[config.mk]
export PLATFORM = sky130hd
export DESIGN_NAME = pokey_pot_sequencer
export DESIGN_NICKNAME = d
export VERILOG_FILES = /design/src/rtl/pokey_pot_sequencer.sv
export SDC_FILE = /design/constraint.sdc
export NUM_CORES = 1
export LEC_CHECK = 0
export CAP_MARGIN = 20
export CORE_MARGIN = 2
export CORE_UTILIZATION = 50
export CTS_BUF_LIST = sky130_fd_sc_hd__clkbuf_16
export CTS_CLUSTER_SIZE = 14
export DETAILED_ROUTE_END_ITERATION = 8
export GPL_ROUTABILITY_DRIVEN = 0
export PLACE_DENSITY = 0.69
export REMOVE_ABC_BUFFERS = 1
export SLEW_MARGIN = 20
export SYNTH_ARGS = -nofsm -noshare
export SYNTH_HDL_FRONTEND = slang
export SYNTH_SLANG_ARGS = --single-unit
[constraint.sdc]
create_clock -name o2 -period 2.8 [get_ports o2]
set_input_delay 0.56 -clock o2 [delete_from_list [all_inputs] [get_ports o2]]
set_output_delay 0.56 -clock o2 [all_outputs]
set_load 0.02 [all_outputs]
[src/rtl/pokey_pot_sequencer.sv]
`default_nettype none
// ============================================================================
// Module   : pokey_pot_sequencer
// Purpose  : Sequences the eight-channel potentiometer (paddle) scan. A POTGO
//            strobe clears the POT0-POT7 results, presets ALLPOT and holds the
//            pot capacitors discharged for one line period. The block then
//            counts scan lines and latches the line count for each channel
//            when its (synchronized) comparator input goes high. Channels
//            still open when the count ends latch NUM_LINES.
// Ports    : o2        - system clock, rising edge
//            rst       - synchronous active-high reset
//            potgo_wr  - one-cycle strobe, start/restart a scan
//            fast_scan - 1 = one line tick per o2 cycle
//            pot_in    - asynchronous comparator inputs (1 = crossed)
//            pot_sel   - selects POTn driven on pot_data
//            pot_data  - POT[pot_sel], combinational read mux
//            allpot    - bit i = 1 while channel i is still counting
//            dump      - 1 = dump transistors on
//            scan_busy - 1 while dumping or scanning
// Revision : 1.0 - initial release
// ============================================================================
module pokey_pot_sequencer #(
    parameter int NUM_LINES = 228,
    parameter int LINE_DIV  = 114
) (
    input  logic       o2,
    input  logic       rst,
    input  logic       potgo_wr,
    input  logic       fast_scan,
    input  logic [7:0] pot_in,
    input  logic [2:0] pot_sel,
    output logic [7:0] pot_data,
    output logic [7:0] allpot,
    output logic       dump,
    output logic       scan_busy
);

    localparam logic [7:0] c_last_line = 8'(NUM_LINES - 1);
    localparam logic [7:0] c_num_lines = 8'(NUM_LINES);
    localparam logic [7:0] c_div_last  = 8'(LINE_DIV - 1);

    typedef enum logic [1:0] {
        ST_IDLE = 2'd0,
        ST_DUMP = 2'd1,
        ST_SCAN = 2'd2
    } state_t;

    state_t     r_state;
    logic [7:0] r_presc;
    logic [7:0] r_line;
    logic [7:0] r_pot [8];
    logic [7:0] r_allpot;
    logic [7:0] r_sync1;
    logic [7:0] r_psync;

    state_t     w_state_nxt;
    logic [7:0] w_presc_nxt;
    logic [7:0] w_line_nxt;
    logic [7:0] w_pot_nxt [8];
    logic [7:0] w_allpot_nxt;
    logic       w_tick;

    // ------------------------------------------------------------------
    // State and data registers
    // ------------------------------------------------------------------
    always_ff @(posedge o2) begin
        if (rst) begin
            r_state  <= ST_IDLE;
            r_presc  <= 8'd0;
            r_line   <= 8'd0;
            r_allpot <= 8'd0;
            r_sync1  <= 8'd0;
            r_psync  <= 8'd0;
            for (int i = 0; i < 8; i++) begin
                r_pot[i] <= 8'd0;
            end
        end else begin
            r_state  <= w_state_nxt;
            r_presc  <= w_presc_nxt;
            r_line   <= w_line_nxt;
            r_allpot <= w_allpot_nxt;
            // Two-flop synchronizer for the asynchronous comparator inputs.
            r_sync1  <= pot_in;
            r_psync  <= r_sync1;
            for (int i = 0; i < 8; i++) begin
                r_pot[i] <= w_pot_nxt[i];
            end
        end
    end

    // ------------------------------------------------------------------
    // Next-state / next-data logic
    // ------------------------------------------------------------------
    always_comb begin
        w_state_nxt  = r_state;
        w_presc_nxt  = r_presc;
        w_line_nxt   = r_line;
        w_allpot_nxt = r_allpot;
        w_tick       = 1'b0;
        for (int i = 0; i < 8; i++) begin
            w_pot_nxt[i] = r_pot[i];
        end

        case (r_state)
            ST_IDLE: begin
                w_presc_nxt = 8'd0;
            end

            ST_DUMP: begin
                // Dump lasts a full line period in slow mode, one cycle in fast.
                if (fast_scan || (r_presc == c_div_last)) begin
                    w_state_nxt = ST_SCAN;
                    w_presc_nxt = 8'd0;
                    w_line_nxt  = 8'd0;
                end else begin
                    w_presc_nxt = r_presc + 8'd1;
                end
            end

            ST_SCAN: begin
                w_tick = fast_scan || (r_presc == c_div_last);
                // Fast mode always ticks, so the prescaler is held at 0 there.
                w_presc_nxt = w_tick ? 8'd0 : (r_presc + 8'd1);
                if (w_tick) begin
                    for (int i = 0; i < 8; i++) begin
                        if (r_allpot[i] && r_psync[i]) begin
                            w_pot_nxt[i]    = r_line;
                            w_allpot_nxt[i] = 1'b0;
                        end
                    end
                    if (r_line == c_last_line) begin
                        // Close out every channel that never crossed.
                        for (int i = 0; i < 8; i++) begin
                            if (w_allpot_nxt[i]) begin
                                w_pot_nxt[i]    = c_num_lines;
                                w_allpot_nxt[i] = 1'b0;
                            end
                        end
                        w_state_nxt = ST_IDLE;
                        w_line_nxt  = 8'd0;
                    end else begin
                        w_line_nxt = r_line + 8'd1;
                    end
                end
            end

            default: begin
                w_state_nxt = ST_IDLE;
            end
        endcase

        // A POTGO write overrides everything above, including a final tick.
        if (potgo_wr) begin
            w_state_nxt  = ST_DUMP;
            w_presc_nxt  = 8'd0;
            w_line_nxt   = 8'd0;
            w_allpot_nxt = 8'hFF;
            for (int i = 0; i < 8; i++) begin
                w_pot_nxt[i] = 8'd0;
            end
        end
    end

    // ------------------------------------------------------------------
    // Outputs
    // ------------------------------------------------------------------
    assign pot_data  = r_pot[pot_sel];
    assign allpot    = r_allpot;
    assign dump      = (r_state != ST_SCAN);
    assign scan_busy = (r_state != ST_IDLE);

endmodule
`default_nettype wire

==> reports/qor.txt, run 1 <==
Max Slew Vio Count - 0
Net Sw Frac - 24.1%
Ant. Diodes - 0
H-tree depth - 3
Synth warn - 0
Max Cap Viol - 0
Fin area - 5780 sq um
Sequential share of power - 50.2%
Nets@finish - 535
Main synth FF type - dfxtp_1
Gr ovfl total - 0
Clock tree buffer depth - 2
Post-route DRC - 0
Final Critical Period - 2710 ps
CTS tree - yes
Syn avg cell area - 10.0 sq um
Status - finished clean
Layout Utilization - 60.0%
Startpoint class of the critical path - primary input
Final Hold Slack - 439 ps
RSZ-0062 raised after global routing - false
Layout area overhead - 18.2%
P_sw - 744 uW
Routed WL - 12100 microns
Critical path, cell by cell - dlygate4sd2_1 -> bufbuf_16 -> mux4_2 -> mux2_2 -> clkdlybuf4s15_2
Slowest stage delay, CP - 480 ps
#FFs+latches synth - 106
Synth async-reset ratio - 0%
I/O Buffers - 32
Clock share of power - 42.5%
Post-synth EDFFs - 0
Initial antenna violation count - 0
Fillers - 847
Post-Place Setup Slack - -344 ps
Number of global-route vias before repair - 3805
Largest net degree at the start of global routing - 49
Hold Fails Final Rpt - 0
Achievable frequency - 0.369 GHz
Routed via count - 3993
Reg clk slew, reported paths - 80 ps
CTS root buffer - clkbuf_16
Synth unique cells - 43
Worst Hold Class - flip-flop to flip-flop
Pint - 2340 uW
Setup-failing EPs final - 0
Leakage - 0.00188 uW
Critical path arrival - 2150 ps
Power share of the combinational group - 7.3%
CP Capture Type - primary output
IR drop worst, VDD - 0.000298 V
Initial Util - 50.7%
CTS sink cnt - 106
Worst Path Required - 2240 ps
IO Count - 33
Die Ht - 103 microns
DIE WIDTH - 103 microns
Worst Path Max Fanout - 5
Tot GR Track Use - 24.3%
First-pass GRT wire length - 19700 microns
Worst-Skew Late Latency - 350 ps
Most frequent cells in the layout - dfxtp_1, a21oi_1, o21ai_0
Die area - 10600 sq um
DP Wirelength - 8030 microns
Hold bufs inserted after CTS - 0
Layout cell share with drive strength beyond 1 - 20.8%
P per Cell Area - 534 nW/um^2
Period utilization - 96.9%
Cell Area, Synth - 4890 sq um
Core area - 9640 sq um
Post-DR wirelength/cell - 18.6 microns
Slowest stage cell, crit path - mux4_2
Commonest non-fill, non-tap cell in the layout - dfxtp_1
Drt via density - 6.13
Final antenna-violating net count - 0
Final clock skew - 8.67 ps
Final worst setup slack - 87.7 ps
Max_slew headroom - 61.3%
Area after DPL - 5390 sq um
Drt pass-1 iters - 4
Mapped Cells - 487
Worst-margin pin slew - 576 ps
Setup CP Type - primary input to primary output
Row count - 36
TritonCTS Buffers - 9
Post-synthesis sequential area ratio - 43.4%
DRT iter0 DRCs - 293
-- worst max-delay path, delay by kind of cell --
kind	cells	cell delay, ps
multiplexers	2	750
buffers and inverters	3	840
-- layer usage --
layer  share of wire (%)  global-route usage [%]  up-vias
li1                    -                       -     1897
met1                  45                    33.4     1941
met2                  47                    37.7      131
met3                 5.9                    4.81       24
met4                 2.3                    10.0        0
met5                   0                       0        -
-- logic make-up after synthesis --
family	after synthesis	share of synthesized area, %
compound gates	181	26.8
xor+xnor	7	1.25
fa+ha+maj	7	1.79
buf+inv	73	6.01
flops	106	43.4
mux	25	9.44
simple gates	88	11.3
-- final timing paths --
| kind | start | end | slack (ps) | cells past startpoint |
|---|---|---|---|---|
| setup / recovery | pot_sel[0] | pot_data[5] | 90 | 5 |
| hold / removal | r_sync1[3] | r_psync[3] | 440 | 1 |
| hold reg to reg | r_sync1[3] | r_psync[3] | 440 | 1 |
| setup reg to reg | r_line[0] | r_pot[3][6] | 550 | 5 |
-- cell usage after synthesis (all sizes together) (2+ instances only) --
cell / instances / area share [%]
or3: 10 / 1.3
and4: 2 / 0.36
a211oi: 6 / 0.92
mux4: 16 / 7.4
nor3b: 8 / 2.0
a21oi: 55 / 5.7
o221a: 32 / 7.4
or2: 2 / 0.26
dfxtp: 106 / 43
nand3: 3 / 0.31
clkbuf: 19 / 1.5
o21ai: 44 / 4.5
inv: 38 / 2.9
mux2: 9 / 2.1
o22ai: 5 / 0.64
xor2: 6 / 1.1
and3: 2 / 0.26
buf: 15 / 1.6
o32a: 32 / 6.6
a31oi: 2 / 0.26
ha: 7 / 1.8
nor2: 12 / 0.92
nand2: 21 / 1.6
nand4: 5 / 0.64
nor2b: 17 / 2.2
-- per-stage QoR --
| step | TNS (ps) | total power, uW | cells |
|---|---|---|---|
| 2_1_floorplan | -26730 | 1680 | 453 |
| 3_3_place_gp | -2510 | 1790 | 631 |
| 3_5_place_dp | -2580 | 1800 | 631 |
| 4_1_cts | 0 | 3110 | 651 |
| 5_1_grt | 0 | 3190 | 651 |
| 6_report | 0 | 3090 | 651 |
-- power groups by stage --
stage,Clock [uW],Sequential (uW),Combinational (uW)
finish,1310,1550,225
global route,1390,1550,244
CTS,1330,1550,225
detailed placement,0,1590,210
global placement,0,1590,207
floorplan,0,1590,93.2
-- layout make-up --
| cell class | count | area [sq um] | share of cell area, % |
|---|---|---|---|
| well taps | 133 | 166 | 2.88 |
| repair buffers | 49 | 553 | 9.57 |
| clock buffers | 9 | 225 | 3.90 |
| flip-flops and latches | 106 | 2120 | 36.7 |
| multi-input cells | 308 | 2480 | 43.0 |
| inverters | 39 | 146 | 2.53 |
| clock inverters | 7 | 83.8 | 1.45 |
-- state kept, by name (all words and copies together), names as in the netlist --
name / count
r_psync: 8
r_sync1: 8
r_state: 2
r_pot: 64
r_line: 8
r_presc: 8
allpot: 8
-- timing repair --
action,CTS,global route
setup buffers,2,0
resized for setup,24,0
endpoints found under the setup margin,8,0
(Power assumes the default switching activity.)
==> inputs of run 2 (changes only) <==
--- a/config.mk
+++ b/config.mk
@@ -12,7 +12,9 @@
 export CTS_CLUSTER_SIZE = 14
 export DETAILED_ROUTE_END_ITERATION = 8
 export GPL_ROUTABILITY_DRIVEN = 0
+export MAX_ROUTING_LAYER = met4
 export PLACE_DENSITY = 0.69
+export RECOVER_POWER = 25
 export REMOVE_ABC_BUFFERS = 1
 export SLEW_MARGIN = 20
 export SYNTH_ARGS = -nofsm -noshare
==> reports/qor.txt, run 2 (synthesized netlist as in run 1, its figures left out) <==
Status - finished clean
Final Critical Period - 2720 ps
Worst Path Max Fanout - 5
Reg2reg start - r_presc[0]
Critical Path Start - pot_sel[0]
Worst-Skew Late Latency - 350 ps
Top reg by flops - r_pot
Area after DPL - 5390 sq um
Clock tree buffer depth - 2
CTS root buffer - clkbuf_16
Die Ht - 103 microns
DP Wirelength - 8030 microns
DRT iter0 DRCs - 366
Max_slew headroom - 41.2%
Fin area - 5750 sq um
Routed WL - 12100 microns
Worst-margin pin slew - 873 ps
CP Capture Type - primary output
RSZ-0062 raised after global routing - false
Layout area overhead - 17.5%
Gr ovfl total - 0
Number of global-route vias before repair - 3807
Initial antenna violation count - 0
Nets@finish - 535
Max Cap Viol - 0
Leakage - 0.00187 uW
Tot GR Track Use - 25.1%
Reg2reg end - r_pot[3][2]
Worst-case reg-to-reg path depth - 6
Ant. Diodes - 0
Hold Path Sink - r_psync[3]
Drt pass-1 iters - 5
Drt via density - 6.12
Setup CP Type - primary input to primary output
Largest register FFs - 64
Final antenna-violating net count - 0
Layout cell share with drive strength beyond 1 - 20.3%
Max Slew Vio Count - 0
R2r setup slk - 240 ps
Pwr Total - 3090 uW
Post-DR wirelength/cell - 18.6 microns
Post-Place Setup Slack - -344 ps
CTS sink cnt - 106
Core area - 9640 sq um
CTS tree - yes
Hold bufs inserted after CTS - 0
Most frequent cells in the layout - dfxtp_1, a21oi_1, o21ai_0
Period utilization - 97.0%
Routed via count - 3986
Critical path arrival - 2160 ps
Initial Util - 50.7%
Setup-failing EPs final - 0
DIE WIDTH - 103 microns
Cells on Worst Hold Path - 1
Die area - 10600 sq um
Reg clk slew, reported paths - 80 ps
I/O Buffers - 32
Commonest non-fill, non-tap cell in the layout - dfxtp_1
Row count - 36
Worst Hold Class - flip-flop to flip-flop
Hold Fails Final Rpt - 0
First-pass GRT wire length - 19700 microns
P per Cell Area - 537 nW/um^2
Final worst setup slack - 83.7 ps
Final clock skew - 8.46 ps
Largest net degree at the start of global routing - 49
Worst Path Required - 2240 ps
Final Hold Slack - 440 ps
H-tree depth - 3
HP Start - r_sync1[3]
IR drop worst, VDD - 0.000296 V
Achievable frequency - 0.368 GHz
IO Count - 33
Post-route DRC - 0
Startpoint class of the critical path - primary input
TritonCTS Buffers - 9
[run 2: how the worst max path moves through the flow]
| stage | depth (start not counted) | end | slack [ps] |
|---|---|---|---|
| detailed placement | 5 | pot_data[1] | -340 |
| CTS | 5 | pot_data[5] | 80 |
| global placement | 5 | pot_data[0] | -330 |
| floorplan | 6 | r_pot[0][2] | -410 |
| global route | 5 | pot_data[3] | 40 |
| finish | 5 | pot_data[3] | 80 |
[run 2: worst max-delay path, stage by stage]
cell             delay, ps
dlygate4sd2_1          290
bufbuf_16              300
mux4_2                 480
mux2_2                 270
clkdlybuf4s15_2        250
[run 2: timing repair]
action | in CTS | in global routing
setup endpoints to repair | 8 | 0
setup buffers | 2 | 0
resized for setup | 24 | 0
[run 2: layer usage]
| layer | global-route usage [%] | share of wire [%] | routed length [microns] | vias up |
|---|---|---|---|---|
| li1 | - | - | - | 1902 |
| met1 | 33.8 | 46 | 5560 | 1932 |
| met2 | 37.5 | 46 | 5630 | 125 |
| met3 | 4.61 | 5.2 | 631 | 27 |
| met4 | 10.0 | 2.4 | 289 | 0 |
| met5 | - | 0 | 0 | - |
[run 2: area by class of cell]
class                   count  area [sq um]
repair buffers             49           533
well taps                 133           166
clock inverters             7          83.8
inverters                  39           146
fillers                   852          3890
clock buffers               9           225
flip-flops and latches    106          2120
multi-input cells         308          2470
[run 2: through the flow]
stage	std cells	util, %	TNS, ps
after floorplan	453	-	-26730
after global placement	631	55.9	-2510
after CTS	651	60.0	0
final	651	59.6	0
after global routing	651	59.6	0
after detailed placement	631	55.9	-2580
[run 2: power breakdown]
part | internal [uW] | switching, uW | total [uW] | leakage, uW
Combinational | 101 | 121 | 222 | 0.000851
Sequential | 1530 | 24.3 | 1550 | 0.000860
Clock | 713 | 600 | 1310 | 0.000154
